File: src/rtl/capture_frame_filter.sv
// capture_frame_filter: forwards only well-formed two-beat capture frames (header beat + payload beat).
// Defining CAPTURE_FILTER_STATS_EN builds the saturating frames_passed/frames_dropped counters.
module capture_frame_filter #(
  parameter int          DATA_WIDTH     = 512,
  parameter int          KEEP_WIDTH     = DATA_WIDTH / 8,
  parameter logic [15:0] ETHERTYPE      = 16'h88B5,
  parameter int          LAST_MIN_BYTES = 42
) (
  input  logic                  clk_stream,
  input  logic                  resetn_stream,
  input  logic                  s_axis_tvalid,
  input  logic [DATA_WIDTH-1:0] s_axis_tdata,
  input  logic [KEEP_WIDTH-1:0] s_axis_tkeep,
  input  logic                  s_axis_tlast,
  output logic                  s_axis_tready,
  output logic                  m_axis_tvalid,
  output logic [DATA_WIDTH-1:0] m_axis_tdata,
  output logic [KEEP_WIDTH-1:0] m_axis_tkeep,
  output logic                  m_axis_tlast,
  input  logic                  m_axis_tready,
  input  logic                  filter_en,
  input  logic                  clear_stats,
  output logic [31:0]           frames_passed,
  output logic [31:0]           frames_dropped
);

  typedef enum logic [2:0] {IDLE, HOLD, EMIT0, EMIT1, DRAIN} state_t;

  state_t                state, state_nxt;
  logic                  s_fire, good0, good1;
  logic                  ld_hold, ld_tail, ld_out0, ld_out1, clr_out;
  logic                  inc_pass, inc_drop;
  logic [DATA_WIDTH-1:0] hold_data_p0, tail_data_p0;
  logic [KEEP_WIDTH-1:0] tail_keep_p0;

  assign s_axis_tready = (state == IDLE) || (state == HOLD) || (state == DRAIN);
  assign s_fire        = s_axis_tvalid && s_axis_tready;

  // EtherType sits in bytes 12 (high) and 13 (low) of the header beat.
  assign good0 = filter_en
              && ({s_axis_tdata[103:96], s_axis_tdata[111:104]} == ETHERTYPE)
              && (&s_axis_tkeep)
              && !s_axis_tlast;
  assign good1 = s_axis_tlast && (&s_axis_tkeep[LAST_MIN_BYTES-1:0]);

  always_ff @(posedge clk_stream or negedge resetn_stream) begin
    if (!resetn_stream) state <= IDLE;
    else                state <= state_nxt;
  end

  always_comb begin
    state_nxt = state;
    ld_hold   = 1'b0;
    ld_tail   = 1'b0;
    ld_out0   = 1'b0;
    ld_out1   = 1'b0;
    clr_out   = 1'b0;
    inc_pass  = 1'b0;
    inc_drop  = 1'b0;
    case (state)
      IDLE: if (s_fire) begin
        if (good0) begin
          ld_hold   = 1'b1;
          state_nxt = HOLD;
        end else if (s_axis_tlast) begin
          inc_drop  = 1'b1;
        end else begin
          state_nxt = DRAIN;
        end
      end
      HOLD: if (s_fire) begin
        if (good1) begin
          ld_tail   = 1'b1;
          ld_out0   = 1'b1;
          state_nxt = EMIT0;
        end else if (s_axis_tlast) begin
          inc_drop  = 1'b1;
          state_nxt = IDLE;
        end else begin
          state_nxt = DRAIN;
        end
      end
      EMIT0: if (m_axis_tready) begin
        ld_out1   = 1'b1;
        state_nxt = EMIT1;
      end
      EMIT1: if (m_axis_tready) begin
        clr_out   = 1'b1;
        inc_pass  = 1'b1;
        state_nxt = IDLE;
      end
      DRAIN: if (s_fire && s_axis_tlast) begin
        inc_drop  = 1'b1;
        state_nxt = IDLE;
      end
      default: state_nxt = IDLE;
    endcase
  end

  // Stage p0: capture header and payload beats
  always_ff @(posedge clk_stream) begin
    if (ld_hold) hold_data_p0 <= s_axis_tdata;
    if (ld_tail) begin
      tail_data_p0 <= s_axis_tdata;
      tail_keep_p0 <= s_axis_tkeep;
    end
  end

  // Stage p1: registered output beat, held while downstream stalls
  always_ff @(posedge clk_stream or negedge resetn_stream) begin
    if (!resetn_stream) begin
      m_axis_tvalid <= 1'b0;
      m_axis_tlast  <= 1'b0;
      m_axis_tdata  <= '0;
      m_axis_tkeep  <= '0;
    end else if (ld_out0) begin
      m_axis_tvalid <= 1'b1;
      m_axis_tlast  <= 1'b0;
      m_axis_tdata  <= hold_data_p0;
      m_axis_tkeep  <= '1;
    end else if (ld_out1) begin
      m_axis_tlast  <= 1'b1;
      m_axis_tdata  <= tail_data_p0;
      m_axis_tkeep  <= tail_keep_p0;
    end else if (clr_out) begin
      m_axis_tvalid <= 1'b0;
      m_axis_tlast  <= 1'b0;
    end
  end

`ifdef CAPTURE_FILTER_STATS_EN
  function automatic logic [31:0] sat_inc(input logic [31:0] v);
    return (v == 32'hFFFF_FFFF) ? v : v + 32'd1;
  endfunction

  logic [31:0] passed_q, dropped_q;

  always_ff @(posedge clk_stream or negedge resetn_stream) begin
    if (!resetn_stream) begin
      passed_q  <= '0;
      dropped_q <= '0;
    end else begin
      if (clear_stats)   passed_q  <= '0;
      else if (inc_pass) passed_q  <= sat_inc(passed_q);
      if (clear_stats)   dropped_q <= '0;
      else if (inc_drop) dropped_q <= sat_inc(dropped_q);
    end
  end

  assign frames_passed  = passed_q;
  assign frames_dropped = dropped_q;
`else
  logic unused_stats;
  assign unused_stats   = clear_stats ^ inc_pass ^ inc_drop;
  assign frames_passed  = '0;
  assign frames_dropped = '0;
`endif

endmodule

File: config.mk
export PLATFORM = sky130hd
export DESIGN_NAME = capture_frame_filter
export DESIGN_NICKNAME = d
export VERILOG_FILES = /design/src/rtl/capture_frame_filter.sv
export SDC_FILE = /design/constraint.sdc
export NUM_CORES = 2
export LEC_CHECK = 0
export ABC_AREA = 1
export BUFFER_PORTS_ARGS = -buffer_cell sky130_fd_sc_hd__buf_2
export CORE_AREA = 2 2 476 478
export DETAILED_ROUTE_END_ITERATION = 8
export DIE_AREA = 0 0 478 480
export PLACE_DENSITY_LB_ADDON = 0.05
export SKIP_LAST_GASP = 1
export SLEW_MARGIN = 0
export SYNTH_ARGS = -nofsm -noshare
export SYNTH_HDL_FRONTEND = slang
export SYNTH_SLANG_ARGS = --single-unit
File: constraint.sdc
create_clock -name clk_stream -period 34 [get_ports clk_stream]
set_input_delay 3.4 -clock clk_stream [delete_from_list [all_inputs] [get_ports clk_stream]]
set_output_delay 3.4 -clock clk_stream [all_outputs]
set_load 0.02 [all_outputs]
==> impl_results.md <==
- Cell count along the critical path: 14
- Switch Pwr: 1.468 mW
- Critical path startpoint: s_axis_tkeep[33]
- Syn-to-layout area delta: 22.99%
- Post-route ant nets: 0
- Max-cap violations: 0
- Worst slew pin tran: 1.105 ns
- Clock share of power: 0.397
- Synth top area cells: edfxtp_1, dfrtp_1, nand2_1
- H-tree Lvls: 4
- I/O Buffers: 1,160
- DP Wirelength: 139,100 microns
- First-pass GRT wire length: 302,800 microns
- CP arrival: 8.53 ns
- R2R setup slack: between 20 and 30 ns
- Total number of vias: 44,060
- NumNets Final: 7,709
- Period utilization: 0.2305
- Finished Layout Cells: 10,330
- Die width: 478 microns
- # setup viols final: 0
- Hold_buf cts: 0
- Die Area: between 200,000 and 250,000 sq um
- Setup Skew: 0.04113 ns
- Core area: between 200,000 and 250,000 sq um
- Ys Warns: 0
- Worst min path class: reg2reg
- Setup_tns: 0 ns
- Critical Path, Cell by Cell: buf_2 -> nand2_1 -> nor2_1 -> nand2_1 -> nor3_1 -> nand4_4 -> buf_4 -> buf_4 -> buf_4 -> buf_4 -> buf_4 -> o21ai_0 -> nand2_1 -> nand2_1
- Synthesized instance count: between 6,000 and 7,000
- Total CTS buffers: 195
- Largest area contributor in the synthesized netlist: edfxtp_1
- Power per Cell Area: 65.45 nW/um^2
- Routed wire length: approximately 210,000 microns
- CP peak stage delay: 0.83 ns
- Worst skew pair latency: 0.82 ns
- RSZ-0062 raised after global routing: false
- PostCTS Resize Cnt: 0
- Max Freq: 0.1276 GHz
- Tot Pwr: 5.274 mW
- CP max-delay cell: buf_4
- Clock root cell: clkbuf_16
- Clock transition at path regs: 0.06 ns
- Fill count: 22,380
- Combinational Power Share: 0.143
- Final Instance Area: 80,570 sq um
- Initial antenna violation count: 208
- Post-CTS setup buffer count: 0
- Avg WL per Cell: 20.64 microns
- Synth Cell Area: 65,510 sq um
- Inst Count DP: approximately 9,900
- Status: finished clean
- Sequential area share after synthesis: 0.7207
- Switching part of the total: 0.2783
- Share of layout cells above drive strength 1: 0.2054
- Chip Height: 480 microns
- Max Root-Sink Buffers: 3
- Largest fanout on the critical path: just under 90
- Reg2Reg Launch Point: state[0]$_DFFE_PN0P_
- I/O pin cnt: 1,226
- Top post-synthesis cells by count: nand2_1, inv_1, edfxtp_1
- Total track usage: 0.1814
- Netlist cell types: 25
- Syn_area_per_cell: 10.88 sq um
- CP dominant cell by count: buf_4
- Vias per cell: 4.266
- Worst Setup End Kind: flop
- Internal: 3.806 mW
- Count leader, synth: nand2_1
- Yosys top cell area share: 0.4987
- Min Clock Period, post-route: 7.836 ns
- Congestion Overflow GR: 0
- Leak: roughly 38 nW
- Relative slew slack: 0.2632
- Worst vdd ir: 0.04828 mV
- CTS Sinks: 1,669
- Gpl congestion: between 0.7 and 0.8
- Pin count of the biggest net entering global routing: 201
- Crit path buf inv count: 6
- Ys flop type: edfxtp_1
- CP endpoint: m_axis_tdata[289]$_DFFE_PN0P_
- Fin. max-slew vios: 0
- Crit path kind: in2reg
- Sequential share of power: 0.460
- Initial Utilization: 0.2924
- Req. time, crit path: 34.70 ns
- Setup crit start kind: input port
- Async set or reset register ratio after synthesis: 0.3481
- Cell Area, Placed: around 74,000 sq um
- CP delay by family, top: buffers and inverters
- DR pass1 iterations: 5
- Post-synth EDFFs: 1,088
- Worst reg2reg path depth: 12
- Number of global-route vias before repair: 41,650
- Hold Vio Cnt, Final: 0
- TritonCTS clock tree: built
- # DRC: 0
- FF+latch count, synth: 1,669
- First-iteration detailed-routing DRC count: 2,636
- Row count: 174
- Critical R2R Capture: m_axis_tdata[289]$_DFFE_PN0P_
[power by group through the flow]
stage          clock, mW  combinational (mW)  sequential [mW]
2_1_floorplan          0               0.166             2.67
3_3_place_gp           0               0.768             2.46
3_5_place_dp           0               0.770             2.46
4_1_cts             2.17               0.771             2.43
5_1_grt             2.24               0.816             2.45
6_report            2.10               0.752             2.43
[state kept, by name (all words and copies together) (netlist names)]
name,flops
tail_keep_p0,64
m_axis_tvalid,1
state,3
m_axis_tlast,1
m_axis_tkeep,64
tail_data_p0,512
hold_data_p0,512
m_axis_tdata,512
[tightest hold or removal path: cells and delay by family (launching register included)]
family	cells	cell delay [ns]
buf+inv	1	0.05
flops	1	0.32
compound gates	1	0.08
[layout make-up]
type                       instances  area (sq um)  area share
antenna                           37         92.59    0.001149
clock buffer                     318          5804     0.07204
clock inverter                    50         653.1    0.008106
inverter                        1134          4272     0.05302
multi-input combinational       2914         12490      0.1550
sequential                      1669         47210      0.5860
tap                             2992          3744     0.04646
timing repair buffer            1212          6306     0.07827
[cell usage in the layout (no fill, tap or decap), drive strengths merged]
| master | n |
|---|---|
| nand2 | 1632 |
| buf | 1212 |
| inv | 1141 |
| edfxtp | 1088 |
| nand3 | 583 |
| dfrtp | 581 |
| o21ai | 560 |
| clkbuf | 318 |
| conb | 64 |
| diode | 37 |
| nor2 | 36 |
| clkinv | 32 |
| nand4 | 19 |
| bufinv | 10 |
| nor3 | 8 |
| or2 | 3 |
| nand3b | 3 |
| a21oi | 2 |
| and2 | 2 |
| nor4 | 1 |
| o31ai | 1 |
| clkinvlp | 1 |
[through the flow]
stage	setup WS (ns)	hold slack, ns	util
finish	26.16	0.4590	0.3597
global route	25.61	0.4751	0.3595
CTS	26.02	0.4645	0.3592
detailed placement	25.10	0.4527	0.3304
global placement	25.04	0.4467	0.3304
floorplan	7.386	0.4423	-
[layer usage]
metal | vias up | part of all wire | wire length [microns] | GRT usage
met5 | - | 0.0038 | 811 | 0
met3 | 622 | 0.10 | 22130 | 0.08480
met1 | 20540 | 0.37 | 79120 | 0.1990
met4 | 132 | 0.040 | 8586 | 0.07013
li1 | 21370 | - | - | -
met2 | 1392 | 0.48 | 102500 | 0.3038
[how the worst min path moves through the flow]
stage	from	endpoint	slack [ns]	cells after the start
after detailed placement	tail_keep_p0[0]$_DFFE_PP_	m_axis_tkeep[0]$_DFFE_PN0P_	0.45	2
after floorplan	tail_keep_p0[11]$_DFFE_PP_	m_axis_tkeep[11]$_DFFE_PN0P_	0.44	2
after global placement	tail_keep_p0[42]$_DFFE_PP_	m_axis_tkeep[42]$_DFFE_PN0P_	0.45	2
after global routing	tail_keep_p0[44]$_DFFE_PP_	m_axis_tkeep[44]$_DFFE_PN0P_	0.48	2
after CTS	tail_keep_p0[40]$_DFFE_PP_	m_axis_tkeep[40]$_DFFE_PN0P_	0.46	2
final	tail_keep_p0[40]$_DFFE_PP_	m_axis_tkeep[40]$_DFFE_PN0P_	0.46	2
[cell families (layout without fill, tap and decap cells)]
family,count (synthesis),in the layout,share of synthesized area
AOI/OAI and AO/OA,563,563,0.04305
buffers and inverters,1502,2714,0.09265
DFF,1669,1669,0.7207
other,1,101,0.00005725
and+or+nand+nor,2287,2287,0.1436
Power figures use the tool's default switching activity.
